==> src/rtl/bram_uart_tx_pkg.sv <==
// Shared definitions for the BRAM-to-UART image transmitter: main FSM state
// codes, local state encodings and a counter-width helper.
package bram_uart_tx_pkg;

  // Main FSM state codes (shared with main_fsm)
  localparam logic [2:0] FSM_IDLE     = 3'b000;
  localparam logic [2:0] SEL_BKGD     = 3'b001;
  localparam logic [2:0] COLOR_EDITS  = 3'b010;
  localparam logic [2:0] ADD_EDITS    = 3'b011;
  localparam logic [2:0] SAVE_TO_BRAM = 3'b100;
  localparam logic [2:0] SEND_TO_PC   = 3'b101;

  // Read/sequencing FSM states
  typedef enum logic [2:0] {
    RD_IDLE,
    RD_FETCH,
    RD_WAIT,
    RD_LOAD,
    RD_SEND_HI,
    RD_SEND_LO,
    RD_DONE
  } rd_state_e;

  // Byte serialiser states
  typedef enum logic [1:0] {
    TX_IDLE,
    TX_START,
    TX_DATA,
    TX_STOP
  } tx_state_e;

  // Width of a counter that must reach n-1 (at least 1 bit)
  function automatic int unsigned cnt_width(input int unsigned n);
    return (n > 1) ? $clog2(n) : 1;
  endfunction

endpackage

==> src/rtl/uart_byte_tx.sv <==
// 8N1 byte serialiser: start bit, d0..d7 LSB first, stop bit, each bit held
// for CLKS_PER_BIT cycles. ready is high only while idle.
module uart_byte_tx
  import bram_uart_tx_pkg::*;
#(
  parameter int unsigned CLKS_PER_BIT = 564
) (
  input  logic       clk,
  input  logic       rst,
  input  logic       start,
  input  logic [7:0] data,
  output logic       tx,
  output logic       ready
);

  localparam int unsigned      CNT_W    = cnt_width(CLKS_PER_BIT);
  localparam logic [CNT_W-1:0] CNT_LAST = CNT_W'(CLKS_PER_BIT - 1);

  tx_state_e        state_q, state_d;
  logic [CNT_W-1:0] cnt_q, cnt_d;
  logic [2:0]       bit_q, bit_d;
  logic [7:0]       shreg_q, shreg_d;
  logic             tx_q, tx_d;
  logic             ready_q, ready_d;
  logic             bit_end;

  assign bit_end = (cnt_q == CNT_LAST);
  assign tx      = tx_q;
  assign ready   = ready_q;

  // Next-state logic: tx_d is set on each bit transition so the line is registered
  always_comb begin
    state_d = state_q;
    cnt_d   = cnt_q;
    bit_d   = bit_q;
    shreg_d = shreg_q;
    tx_d    = tx_q;
    ready_d = ready_q;
    unique case (state_q)
      TX_IDLE: begin
        if (start) begin
          state_d = TX_START;
          cnt_d   = '0;
          shreg_d = data;
          tx_d    = 1'b0;
          ready_d = 1'b0;
        end
      end
      TX_START: begin
        if (bit_end) begin
          state_d = TX_DATA;
          cnt_d   = '0;
          bit_d   = '0;
          tx_d    = shreg_q[0];
        end else begin
          cnt_d = cnt_q + 1'b1;
        end
      end
      TX_DATA: begin
        if (bit_end) begin
          cnt_d = '0;
          if (bit_q == 3'd7) begin
            state_d = TX_STOP;
            tx_d    = 1'b1;
          end else begin
            bit_d   = bit_q + 1'b1;
            shreg_d = {1'b0, shreg_q[7:1]};
            tx_d    = shreg_q[1];
          end
        end else begin
          cnt_d = cnt_q + 1'b1;
        end
      end
      TX_STOP: begin
        if (bit_end) begin
          state_d = TX_IDLE;
          cnt_d   = '0;
          ready_d = 1'b1;
        end else begin
          cnt_d = cnt_q + 1'b1;
        end
      end
      default: begin
        state_d = TX_IDLE;
        tx_d    = 1'b1;
        ready_d = 1'b1;
      end
    endcase
  end

  // State registers with synchronous reset to an idle-high line
  always_ff @(posedge clk) begin
    if (rst) begin
      state_q <= TX_IDLE;
      cnt_q   <= '0;
      bit_q   <= '0;
      shreg_q <= '0;
      tx_q    <= 1'b1;
      ready_q <= 1'b1;
    end else begin
      state_q <= state_d;
      cnt_q   <= cnt_d;
      bit_q   <= bit_d;
      shreg_q <= shreg_d;
      tx_q    <= tx_d;
      ready_q <= ready_d;
    end
  end

endmodule

==> src/rtl/bram_uart_tx.sv <==
// Streams NUM_WORDS BRAM words (hi byte then lo byte) over UART once the main
// FSM enters SEND_TO_PC. Leaving SEND_TO_PC mid-transfer finishes the current
// frame and drops the rest.
module bram_uart_tx
  import bram_uart_tx_pkg::*;
#(
  parameter int unsigned CLKS_PER_BIT = 564,
  parameter int unsigned ADDR_W       = 16,
  parameter int unsigned NUM_WORDS    = 43200,
  parameter int unsigned DATA_W       = 16
) (
  input  logic              clk,
  input  logic              rst,
  input  logic [2:0]        fsm_state,
  output logic [ADDR_W-1:0] bram_addr,
  input  logic [DATA_W-1:0] bram_dout,
  output logic              uart_tx,
  output logic              busy,
  output logic              done
);

  localparam logic [ADDR_W-1:0] LAST_IDX = ADDR_W'(NUM_WORDS - 1);

  rd_state_e         state_q, state_d;
  logic [ADDR_W-1:0] idx_q, idx_d;
  logic [DATA_W-1:0] word_q, word_d;
  logic              issued_q, issued_d;
  logic              in_send_q;
  logic              start_q, start_d;
  logic              busy_q, busy_d;
  logic              done_q, done_d;

  logic              in_send;
  logic              byte_start;
  logic [7:0]        byte_data;
  logic              byte_ready;

  assign in_send   = (fsm_state == SEND_TO_PC);
  assign start_d   = in_send & ~in_send_q;
  assign bram_addr = idx_q;
  assign busy      = busy_q;
  assign done      = done_q;

  uart_byte_tx #(
    .CLKS_PER_BIT(CLKS_PER_BIT)
  ) u_byte_tx (
    .clk  (clk),
    .rst  (rst),
    .start(byte_start),
    .data (byte_data),
    .tx   (uart_tx),
    .ready(byte_ready)
  );

  // Sequencing: fetch word, wait BRAM latency, load, send hi then lo byte.
  // byte_start is decoded combinationally from issued_q so the serialiser
  // accepts in the same cycle and ready is already low on the next one.
  always_comb begin
    state_d    = state_q;
    idx_d      = idx_q;
    word_d     = word_q;
    issued_d   = issued_q;
    byte_start = 1'b0;
    byte_data  = word_q[15:8];
    unique case (state_q)
      RD_IDLE: begin
        if (start_q) begin
          state_d = RD_FETCH;
        end
      end
      RD_FETCH: state_d = in_send ? RD_WAIT : RD_IDLE;
      RD_WAIT:  state_d = in_send ? RD_LOAD : RD_IDLE;
      RD_LOAD: begin
        word_d   = bram_dout;
        issued_d = 1'b0;
        state_d  = in_send ? RD_SEND_HI : RD_IDLE;
      end
      RD_SEND_HI, RD_SEND_LO: begin
        byte_data = (state_q == RD_SEND_HI) ? word_q[15:8] : word_q[7:0];
        if (!issued_q) begin
          if (!in_send) begin
            state_d = RD_IDLE;
          end else if (byte_ready) begin
            byte_start = 1'b1;
            issued_d   = 1'b1;
          end
        end else if (byte_ready) begin
          issued_d = 1'b0;
          if (!in_send) begin
            state_d = RD_IDLE;
          end else if (state_q == RD_SEND_HI) begin
            state_d = RD_SEND_LO;
          end else if (idx_q == LAST_IDX) begin
            state_d = RD_DONE;
          end else begin
            idx_d   = idx_q + 1'b1;
            state_d = RD_FETCH;
          end
        end
      end
      RD_DONE: begin
        if (!in_send) begin
          state_d = RD_IDLE;
        end
      end
      default: state_d = RD_IDLE;
    endcase
    if (state_d == RD_IDLE) begin
      idx_d    = '0;
      issued_d = 1'b0;
    end
    busy_d = !(state_d inside {RD_IDLE, RD_DONE});
    done_d = (state_d == RD_DONE);
  end

  // Registers: FSM, word index, word, start-edge detector and status outputs
  always_ff @(posedge clk) begin
    if (rst) begin
      state_q   <= RD_IDLE;
      idx_q     <= '0;
      word_q    <= '0;
      issued_q  <= 1'b0;
      in_send_q <= 1'b0;
      start_q   <= 1'b0;
      busy_q    <= 1'b0;
      done_q    <= 1'b0;
    end else begin
      state_q   <= state_d;
      idx_q     <= idx_d;
      word_q    <= word_d;
      issued_q  <= issued_d;
      in_send_q <= in_send;
      start_q   <= start_d;
      busy_q    <= busy_d;
      done_q    <= done_d;
    end
  end

endmodule
==> config.mk <==
export PLATFORM = sky130hd
export DESIGN_NAME = bram_uart_tx
export DESIGN_NICKNAME = d
export VERILOG_FILES = /design/src/rtl/bram_uart_tx_pkg.sv /design/src/rtl/uart_byte_tx.sv /design/src/rtl/bram_uart_tx.sv
export SDC_FILE = /design/constraint.sdc
export NUM_CORES = 1
export LEC_CHECK = 0
export BUFFER_PORTS_ARGS = -buffer_cell sky130_fd_sc_hd__buf_2
export CAP_MARGIN = 25
export CORE_ASPECT_RATIO = 1.2
export CORE_MARGIN = 4
export CORE_UTILIZATION = 64
export CTS_BUF_LIST = sky130_fd_sc_hd__clkbuf_4
export DETAILED_ROUTE_END_ITERATION = 8
export PLACE_DENSITY = 0.94
export SLEW_MARGIN = 20
export SYNTH_ARGS = -nofsm -noshare
export SYNTH_HDL_FRONTEND = slang
export SYNTH_SLANG_ARGS = --single-unit
==> constraint.sdc <==
create_clock -name clk -period 6.6 [get_ports clk]
set_clock_uncertainty 0.15 [all_clocks]
set_input_delay 0.66 -clock clk [delete_from_list [all_inputs] [get_ports clk]]
set_output_delay 0.66 -clock clk [all_outputs]
set_load 0.02 [all_outputs]
==> results of run 1 <==
logic make-up (layout without fill, tap and decap cells):
| kind of cell | count (synthesis) | count (layout) | share of synthesized area, % |
|---|---|---|---|
| fa+ha+maj | 10 | 10 | 3.928 |
| simple gates | 182 | 182 | 29.11 |
| xor+xnor | 23 | 23 | 6.324 |
| compound gates | 59 | 59 | 11.70 |
| flops | 65 | 65 | 40.85 |
| buf+inv | 21 | 61 | 2.749 |
| mux | 17 | 17 | 5.342 |
metrics by stage:
stage,area (um^2),utilization [%]
after floorplan,3186,-
after global placement,3381,72.00
after detailed placement,3392,72.24
after CTS,3531,75.19
after global routing,3536,75.30
final,3536,75.30
how the worst max path moves through the flow:
stage                                      end                 startpoint  cells past startpoint
2_1_floorplan        bram_addr[2]$_SDFFE_PP0P_  bram_addr[7]$_SDFFE_PP0P_                      7
3_3_place_gp             issued_q$_SDFFE_PP0P_                        rst                      7
3_5_place_dp   u_byte_tx.cnt_q[5]$_SDFFE_PP0N_               fsm_state[1]                      6
4_1_cts              bram_addr[2]$_SDFFE_PP0P_  bram_addr[8]$_SDFFE_PP0P_                      6
5_1_grt              bram_addr[7]$_SDFFE_PP0P_  bram_addr[7]$_SDFFE_PP0P_                      6
6_report             bram_addr[2]$_SDFFE_PP0P_  bram_addr[8]$_SDFFE_PP0P_                      6
state kept, by name, indices dropped and copies added (netlist names):
register           count
issued_q               1
u_byte_tx.bit_q        3
u_byte_tx.shreg_q      8
u_byte_tx.ready        1
u_byte_tx.state_q      2
busy                   1
bram_addr             16
u_byte_tx.tx           1
done                   1
u_byte_tx.cnt_q       10
start_q                1
word_q                16
in_send_q              1
state_q                3
layout by cell type, fill, tap and decap left out, drive strengths merged, types with 4 or more instances in the layout:
master	n
nand3	14
nor4	7
and3	8
nand2b	5
nor3	6
clkbuf	12
xnor2	6
nor2b	6
mux2i	17
nand2	62
inv	4
nor2	43
nand3b	7
xor2	17
buf	40
dfxtp	65
ha	10
a21oi	31
o21ai	10
nand4	9
where the power goes:
part / internal (uW) / switching (uW) / leakage [uW]
Combinational: 8.22 / 11.7 / 0.000783
Clock: 124 / 144 / 0.0000768
Sequential: 393 / 2.25 / 0.000524
synthesized netlist by cell type, drive strengths merged, types with 8 or more instances:
cell type	count	area [um^2]
xor2	17	148.9
nor2	43	186.4
mux2i	17	170.2
ha	10	125.1
o21ai	10	50.05
a21oi	31	158.9
dfxtp	65	1301
nand4	9	56.30
clkbuf	15	56.30
nand2	62	232.7
and3	8	50.05
nand3	14	70.07
area by class of cell:
type,count,area (um^2),area share (%)
clock buffers,11,82.58,2.335
clock inverters,5,56.30,1.592
inverters,4,15.01,0.4246
multi-input cells,291,1797,50.81
flip-flops and latches,65,1301,36.80
well taps,58,72.57,2.052
repair buffers,41,211.5,5.980
critical path: cells and delay by family (launching register included):
kind | cells | cell delay [ns]
AOI/OAI and AO/OA | 1 | 0.38
DFF | 1 | 0.37
buffers and inverters | 1 | 0.21
and+or+nand+nor | 4 | 1.61
routing by layer:
layer,vias up,wire (um),GRT usage (%)
met1,1294,2865,26.71
met5,-,0,0
li1,1386,-,-
met2,60,3503,40.43
met4,0,133,10.74
met3,11,286,6.398
==> metrics, run 1 <==
Total Die Area 6175 um^2; setup ws final 3.816 ns; Synth Flop Type dfxtp_1; Leak 0.001384 uW; die height 85.29 um; hold wc startpoint in_send_q$_SDFF_PP0_; clock buffer count from CTS 9; Pwr Density 193.2 nW/um^2; maxcap violations 0; Hold Crit Class register to register; # port buffers 39; Area Growth Syn to Fin 11.00%; number of synthesized flops with an enable pin 0; Mapped Nets 408; final RePlAce weighted congestion 0.8558; crit-path cells or4b_1, or4_1, a221oi_4, nor4_4, buf_6, nor2_2; row cnt 27; Least-Margin Pin Slew 1.008 ns; number of distinct library cells after synthesis 47; Final Critical Period 2.784 ns; pre-CTS setup slack 3.698 ns; Post-DP HPWL 4.774 mm; number of buffers inserted by hold repair at cts 0; CTS tree done; Worst R2R Path Depth 6; status finished, final reports clean; Clock Pin Slew Worst Setup and Hold Paths 0.11 ns; layout cell share with drive strength beyond 1 17.75%; R2R setup slack 3.82 ns; root buffer cell clkbuf_4; worst endpoint required time 6.79 ns; routed vias 2751; nature of the critical path startpoint register; grt ovf 0; CP max-delay cell or4_1; Filler Cell Count 330; Post-synth ARST share 0%; largest net degree at the start of global routing 35; Rel. slew slack 32.16%; vias per cell 5.792; DRT Pass-1 Iters 4; postcts setup bufs 0; Reg-to-Reg Start bram_addr[8]$_SDFFE_PP0P_; f_max 0.3592 GHz; worst setup path category register to register; PostCTS Resize Cnt 0; fin crit share 42.19%; total clock sinks 65; r2r endpoint bram_addr[2]$_SDFFE_PP0P_; setup TNS 0 ns; H-tree depth 3; initial antenna violation count 0; I/O pin count 40; critical path's largest stage delay 0.83 ns; syn avg cell area 8.450 um^2; DRC viols 0; Routed Wire Length 6.790 mm; ANT cells 0; core area 4696 um^2; GRT Overall Usage 23.50%; Non-Filler Instances 475; wire per inst 14.29 um; Max Root-Sink Buffers 2; Initial Utilization 67.84%; Final #Nets 443; placed insts 458; CP Max Fanout 14; Detail Route Antenna Nets 0; CP endpoint kind register; initial drt markers 166; fin. max-slew vios 0; Worst-Skew Late Latency 0.40 ns; global-route wire length before repair 11.69 mm; cell depth of the worst hold path 1; Hold EP start_q$_SDFF_PP0_; register area share after synthesis 40.85%; Setup violations, final 0; vias in the first global route 2773; Syn Inst Count 377; Peak supply drop 142.6 uV; Synth Cell Area 3186 um^2; Final Hold Fails 0; hold_ws 0.2453 ns; Critical Path AT 2.97 ns; die width 72.41 um; synth warn 0; RSZ-0062 raised after global routing no; flops & latches, synth 65; Design Power 683.0 uW
Power figures use the tool's default switching activity.
==> run 2: changes to the inputs <==
--- a/config.mk
+++ b/config.mk
@@ -9,10 +9,10 @@
 export CAP_MARGIN = 25
 export CORE_ASPECT_RATIO = 1.2
 export CORE_MARGIN = 4
-export CORE_UTILIZATION = 64
+export CORE_UTILIZATION = 60
 export CTS_BUF_LIST = sky130_fd_sc_hd__clkbuf_4
 export DETAILED_ROUTE_END_ITERATION = 8
-export PLACE_DENSITY = 0.94
+export PLACE_DENSITY = 0.89
 export SLEW_MARGIN = 20
 export SYNTH_ARGS = -nofsm -noshare
 export SYNTH_HDL_FRONTEND = slang
==> constraint.sdc (replaced) <==
create_clock -name clk -period 2.8 [get_ports clk]
set_clock_uncertainty 0.15 [all_clocks]
set_input_delay 0.28 -clock clk [delete_from_list [all_inputs] [get_ports clk]]
set_output_delay 0.28 -clock clk [all_outputs]
set_load 0.02 [all_outputs]
==> run 2 against run 1 <==
- power increased by 120%
- largest cell class unchanged
- setup slack got worse by 3.6 ns
- die area rose by 6.0%
- non-clock buffer count increased by 33
- highest routed layer unchanged
- combinational power increased to 3.5 times the previous value
==> metrics, run 2 (same netlist as run 1, synthesis figures left out) <==
final RePlAce weighted congestion 0.7921 (-7.4%); R2R setup slack 0.22 ns (-3.60 ns); grt ovf 0 (unchanged); Hold Crit Class input pin to register; Peak supply drop 337.0 uV (+140%); Reg-to-Reg Start bram_addr[8]$_SDFFE_PP0P_; Max Root-Sink Buffers 2 (unchanged); Worst-Skew Late Latency 0.43 ns (+0.03 ns); commonest cells after routing, fill and taps aside dfxtp_1 (65), nand2_1 (62), buf_2 (39), nor2_1 (33), a21oi_1 (30); total clock sinks 65 (unchanged); Rel. slew slack 44.38% (+12 points); most common cell after layout, fill and taps aside dfxtp_1; fin crit share 92.28% (+50 points); Clock Pin Slew Worst Setup and Hold Paths 0.12 ns (about the same); Final #Nets 476 (+7.4%); RSZ-0062 raised after global routing no; Area Growth Syn to Fin 18.81%; PostCTS Resize Cnt 0 (unchanged); Hold EP in_send_q$_SDFF_PP0_; Top delay family on crit path simple AND/OR/NAND/NOR gates; Critical Path AT 2.74 ns (-0.23 ns); maxcap violations 0 (unchanged); Leak 0.001521 uW (+9.9%); hold wc startpoint rst; CP bufs+invs 1 (unchanged); H-tree depth 3 (unchanged); layout cell share with drive strength beyond 1 19.46% (+1.7 points); critical path's largest stage delay 0.58 ns (-0.25 ns); global-route wire length before repair 13.44 mm (+15%); CP endpoint kind register; hold_ws 0.03628 ns (-0.2090 ns); DRC viols 0 (unchanged); postcts setup bufs 0 (unchanged); initial drt markers 221 (+33%); Setup violations, final 0 (unchanged); Least-Margin Pin Slew 0.8267 ns (-0.1816 ns); GRT Overall Usage 26.77% (+3.3 points); f_max 0.3870 GHz (+7.8%); number of buffers inserted by hold repair at cts 16 (+16); core area 5045 um^2 (+7.4%); DRT Pass-1 Iters 6 (+2); Routed Wire Length 7.942 mm (+17%); Design Power 1505 uW (+120%); Detail Route Antenna Nets 0 (unchanged); ANT cells 0 (unchanged); vias in the first global route 2929 (+5.6%); initial antenna violation count 0 (unchanged); Total Die Area 6544 um^2 (+6.0%); wire per inst 15.66 um (+9.6%); nature of the critical path startpoint register; Util after Layout 75.02% (-0.27 points); Pwr Density 397.6 nW/um^2 (+110%); die height 87.82 um (+3.0%); Initial Utilization 63.14% (-4.7 points); CP max-delay cell nor4_4; status finished, final reports clean; Final Hold Fails 0 (unchanged); crit-path cells or4b_1, nor4_1, a2111oi_1, nor4_4, buf_8, nor2_2; root buffer cell clkbuf_4; Final Critical Period 2.584 ns (-0.2005 ns); I/O pin count 40 (unchanged); Post-DP HPWL 5.162 mm (+8.1%); worst endpoint required time 2.96 ns (-3.83 ns); CP Max Fanout 12 (-2); largest net degree at the start of global routing 34 (-2.9%); # port buffers 39 (unchanged); worst setup path category register to register; clock buffer count from CTS 9 (unchanged); die width 74.52 um (+2.9%); vias per cell 5.892 (+1.7%); setup TNS 0 ns (unchanged); Worst R2R Path Depth 6 (unchanged); row cnt 28 (+3.7%); r2r endpoint bram_addr[0]$_SDFFE_PP0P_; fin. max-slew vios 0 (unchanged); routed vias 2987 (+8.6%); CTS tree done; cell depth of the worst hold path 4 (+3)
[run 2: worst max path at each step]
stage | from | end | slack, ns | cells after the start
after floorplan | bram_addr[7]$_SDFFE_PP0P_ | bram_addr[2]$_SDFFE_PP0P_ | 0.34 | 7
after global placement | bram_addr[8]$_SDFFE_PP0P_ | issued_q$_SDFFE_PP0P_ | -0.03 | 5
after detailed placement | bram_addr[8]$_SDFFE_PP0P_ | bram_addr[0]$_SDFFE_PP0P_ | 0.18 | 6
after CTS | bram_addr[8]$_SDFFE_PP0P_ | bram_addr[0]$_SDFFE_PP0P_ | 0.19 | 6
after global routing | bram_addr[8]$_SDFFE_PP0P_ | bram_addr[6]$_SDFFE_PP0P_ | 0.03 | 6
final | bram_addr[8]$_SDFFE_PP0P_ | bram_addr[0]$_SDFFE_PP0P_ | 0.22 | 6
[run 2: final cells by class]
cell class | count | area (um^2)
multi-input cells | 291 | 1797
flip-flops and latches | 65 | 1301
fillers | 364 | 1260
repair buffers | 74 | 505.5
clock buffers | 11 | 82.58
well taps | 60 | 75.07
inverters | 4 | 15.01
clock inverters | 2 | 8.758
[run 2: report_power, final]
part	internal, uW	total, uW	switching [uW]
logic	36.6	70.2	33.6
registers	927	932	5.47
clock network	184	502	318
total	1150	1510	357
[run 2: through the flow]
stage / setup slack (ns) / std cells / instance area (um^2)
2_1_floorplan: 0.3406 / 377 / 3186
3_3_place_gp: -0.03158 / 477 / 3518
4_1_cts: 0.1890 / 507 / 3785
6_report: 0.2162 / 507 / 3785
5_1_grt: 0.02897 / 507 / 3785
3_5_place_dp: 0.1823 / 478 / 3533
[run 2: metal layers]
metal	GRT usage (%)	part of all wire, %	vias up
met5	0	0	-
met1	30.79	40	1407
li1	-	-	1443
met2	46.92	53	110
met4	11.00	2.4	0
met3	6.429	4.6	27
[run 2: tightest hold or removal path, cell delays in order]
cell and delay [ns]:
buf_2 0.09, inv_1 0.06, nand2_1 0.08, inv_1 0.07
==> run 3: changes to the inputs <==
--- a/config.mk
+++ b/config.mk
@@ -9,10 +9,10 @@
 export CAP_MARGIN = 25
 export CORE_ASPECT_RATIO = 1.2
 export CORE_MARGIN = 4
-export CORE_UTILIZATION = 60
+export CORE_UTILIZATION = 40
 export CTS_BUF_LIST = sky130_fd_sc_hd__clkbuf_4
 export DETAILED_ROUTE_END_ITERATION = 8
-export PLACE_DENSITY = 0.89
+export PLACE_DENSITY = 0.66
 export SLEW_MARGIN = 20
 export SYNTH_ARGS = -nofsm -noshare
 export SYNTH_HDL_FRONTEND = slang
==> constraint.sdc (replaced) <==
create_clock -name clk -period 2.97 [get_ports clk]
set_clock_uncertainty 0.15 [all_clocks]
set_input_delay 0.297 -clock clk [delete_from_list [all_inputs] [get_ports clk]]
set_output_delay 0.297 -clock clk [all_outputs]
set_load 0.02 [all_outputs]
==> run 3 against run 2 <==
- global-route usage fell by 11 points
- design area fell by 0.26%
- setup slack improved by 0.28 ns
- sequential power fell by 5.7%
- routed wire length fell by 14%
- sequential cell count did not move
- power rose by 2.3%
- critical path type unchanged
- via count fell by 8.2%
- first-iteration DRC count fell by 5.4%
==> metrics, run 3 (same netlist as run 1, synthesis figures left out) <==
sequential cell area 1301 um^2 (unchanged); R2R setup slack 0.49 ns (+0.28 ns); Leak 0.001465 uW (-3.7%); CP bufs+invs 1 (unchanged); cell depth of the worst hold path 3 (-1); Final Hold Fails 0 (unchanged); total clock sinks 65 (unchanged); fin crit share 83.40% (-8.9 points); Final Critical Period 2.477 ns (-0.1067 ns); vias in the first global route 2675 (-8.7%); fin. max-slew vios 0 (unchanged); global-route wire length before repair 11.95 mm (-11%); Design Power 1540 uW (+2.3%); ANT cells 0 (unchanged); Max Root-Sink Buffers 2 (unchanged); Detail Route Antenna Nets 0 (unchanged); CTS tree done; Least-Margin Pin Slew 0.8510 ns (+0.02424 ns); I/O pin count 40 (unchanged); setup ws final 0.4930 ns (+0.2767 ns); maxcap violations 0 (unchanged); Area Growth Syn to Fin 18.50%; DRC viols 0 (unchanged); pre-CTS setup slack 0.5105 ns (+0.3282 ns); dpl cell area 3476 um^2 (-1.6%); die width 89.47 um (+20%); Final #Nets 464 (-2.5%); DRT Pass-1 Iters 4 (-2); Reg-to-Reg Start bram_addr[8]$_SDFFE_PP0P_; clock buffer count from CTS 9 (unchanged); nature of the critical path startpoint register; routed vias 2743 (-8.2%); postcts setup bufs 0 (unchanged); initial drt markers 209 (-5.4%); Rel. slew slack 42.75% (-1.6 points); Hold Crit Class input pin to register; largest net degree at the start of global routing 31 (-8.8%); grt ovf 0 (unchanged); layout cell share with drive strength beyond 1 18.04% (-1.4 points); final RePlAce weighted congestion 0.7841 (-1.0%); CP Max Fanout 11 (-1); Total Die Area 9462 um^2 (+45%); root buffer cell clkbuf_4; Filler Cell Count 749 (+110%); CP max-delay cell or4_1; H-tree depth 3 (unchanged); Setup violations, final 0 (unchanged); Clock Pin Slew Worst Setup and Hold Paths 0.11 ns (about the same); die height 105.8 um (+20%); RSZ-0062 raised after global routing no; r2r endpoint issued_q$_SDFFE_PP0P_; status finished, final reports clean; setup TNS 0 ns (unchanged); wire per inst 12.94 um (-17%); row cnt 35 (+25%); Post-DP HPWL 4.831 mm (-6.4%); Worst-Skew Late Latency 0.41 ns (-0.02 ns); Top delay family on crit path simple AND/OR/NAND/NOR gates; critical path's largest stage delay 0.60 ns (+0.02 ns); Routed Wire Length 6.857 mm (-14%); placed insts 498 (+4.2%); CP endpoint kind register; Hold EP u_byte_tx.ready$_SDFFE_PP1P_; Pwr Density 408.0 nW/um^2 (+2.6%); Non-Filler Instances 530 (+4.5%); crit-path cells or4b_1, or4_1, a221oi_4, nor4_4, buf_4, nor3_1; worst endpoint required time 3.15 ns (+0.19 ns); multi-input logic area 1797 um^2 (unchanged); Worst R2R Path Depth 6 (unchanged); initial antenna violation count 0 (unchanged); f_max 0.4037 GHz (+4.3%); hold wc startpoint rst; Initial Utilization 41.33% (-22 points); Critical Path AT 2.65 ns (-0.09 ns); GRT Overall Usage 15.65% (-11 points); # port buffers 39 (unchanged); vias per cell 5.175 (-12%); fin area 3775 um^2 (-0.26%); worst setup path category register to register; Peak supply drop 255.0 uV (-24%); most common cell after layout, fill and taps aside dfxtp_1; core area 7707 um^2 (+53%); commonest cells after routing, fill and taps aside dfxtp_1 (65), nand2_1 (62), buf_2 (39), nor2_1 (33), a21oi_1 (30)
==> run 3: changes by cell type in the layout (fill, tap and decap cells not counted) <==
cell,previous run,this run
buf_4,18,7
bufinv_16,0,1
clkinv_1,1,0
clkinvlp_4,0,3
clkbuf_4,11,9
buf_8,1,0
clkinv_2,1,2
clkinv_4,0,1
==> run 3: worst max path at each step <==
| stage | from | to | slack (ns) | depth (start not counted) |
|---|---|---|---|---|
| after floorplan | bram_addr[7]$_SDFFE_PP0P_ | bram_addr[2]$_SDFFE_PP0P_ | 0.51 | 7 |
| after global placement | bram_addr[8]$_SDFFE_PP0P_ | issued_q$_SDFFE_PP0P_ | 0.55 | 6 |
| after detailed placement | bram_addr[8]$_SDFFE_PP0P_ | issued_q$_SDFFE_PP0P_ | 0.51 | 6 |
| after CTS | bram_addr[8]$_SDFFE_PP0P_ | issued_q$_SDFFE_PP0P_ | 0.48 | 6 |
| after global routing | bram_addr[7]$_SDFFE_PP0P_ | issued_q$_SDFFE_PP0P_ | 0.29 | 6 |
| final | bram_addr[8]$_SDFFE_PP0P_ | issued_q$_SDFFE_PP0P_ | 0.49 | 6 |
==> run 3: per-layer routing <==
metal  vias up  share of wire [%]  global-route usage, %
li1       1430                  -                      -
met1      1263                 46                  19.88
met2        43                 49                  25.82
met3         7                3.3                  3.753
met4         0                1.1                  4.681
met5         -                  0                      0
==> run 3: cell type report <==
cell class | count | area share (%)
well taps | 92 | 3.049
inverters | 4 | 0.3977
flip-flops and latches | 65 | 34.47
clock inverters | 7 | 1.889
multi-input cells | 291 | 47.60
repair buffers | 62 | 10.81
clock buffers | 9 | 1.790
==> run 3: tightest hold or removal path, delay by kind of cell <==
kind / cells / cell delay, ns
buffers and inverters: 2 / 0.27
and+or+nand+nor: 1 / 0.08
==> run 3: where the power goes <==
| part | switching (uW) | total [uW] | internal (uW) | leakage (uW) |
|---|---|---|---|---|
| logic | 29.4 | 62.4 | 33.1 | 0.000873 |
| clock network | 344 | 598 | 254 | 0.0000679 |
| registers | 4.95 | 879 | 874 | 0.000524 |
| total | 378 | 1540 | 1160 | 0.00146 |
==> run 3: through the flow <==
step | util, % | hold slack [ns]
after global routing | 48.98 | 0.1154
final | 48.98 | 0.1218
after floorplan | - | 0.2182
after global placement | 45.10 | 0.2204
after detailed placement | 45.10 | 0.2281
after CTS | 48.98 | 0.09237
==> run 3: timing repair <==
item / in CTS / in global routing
resized for setup: 0 / 0
hold endpoints to repair: 16 / 0
hold buffers: 16 / 0
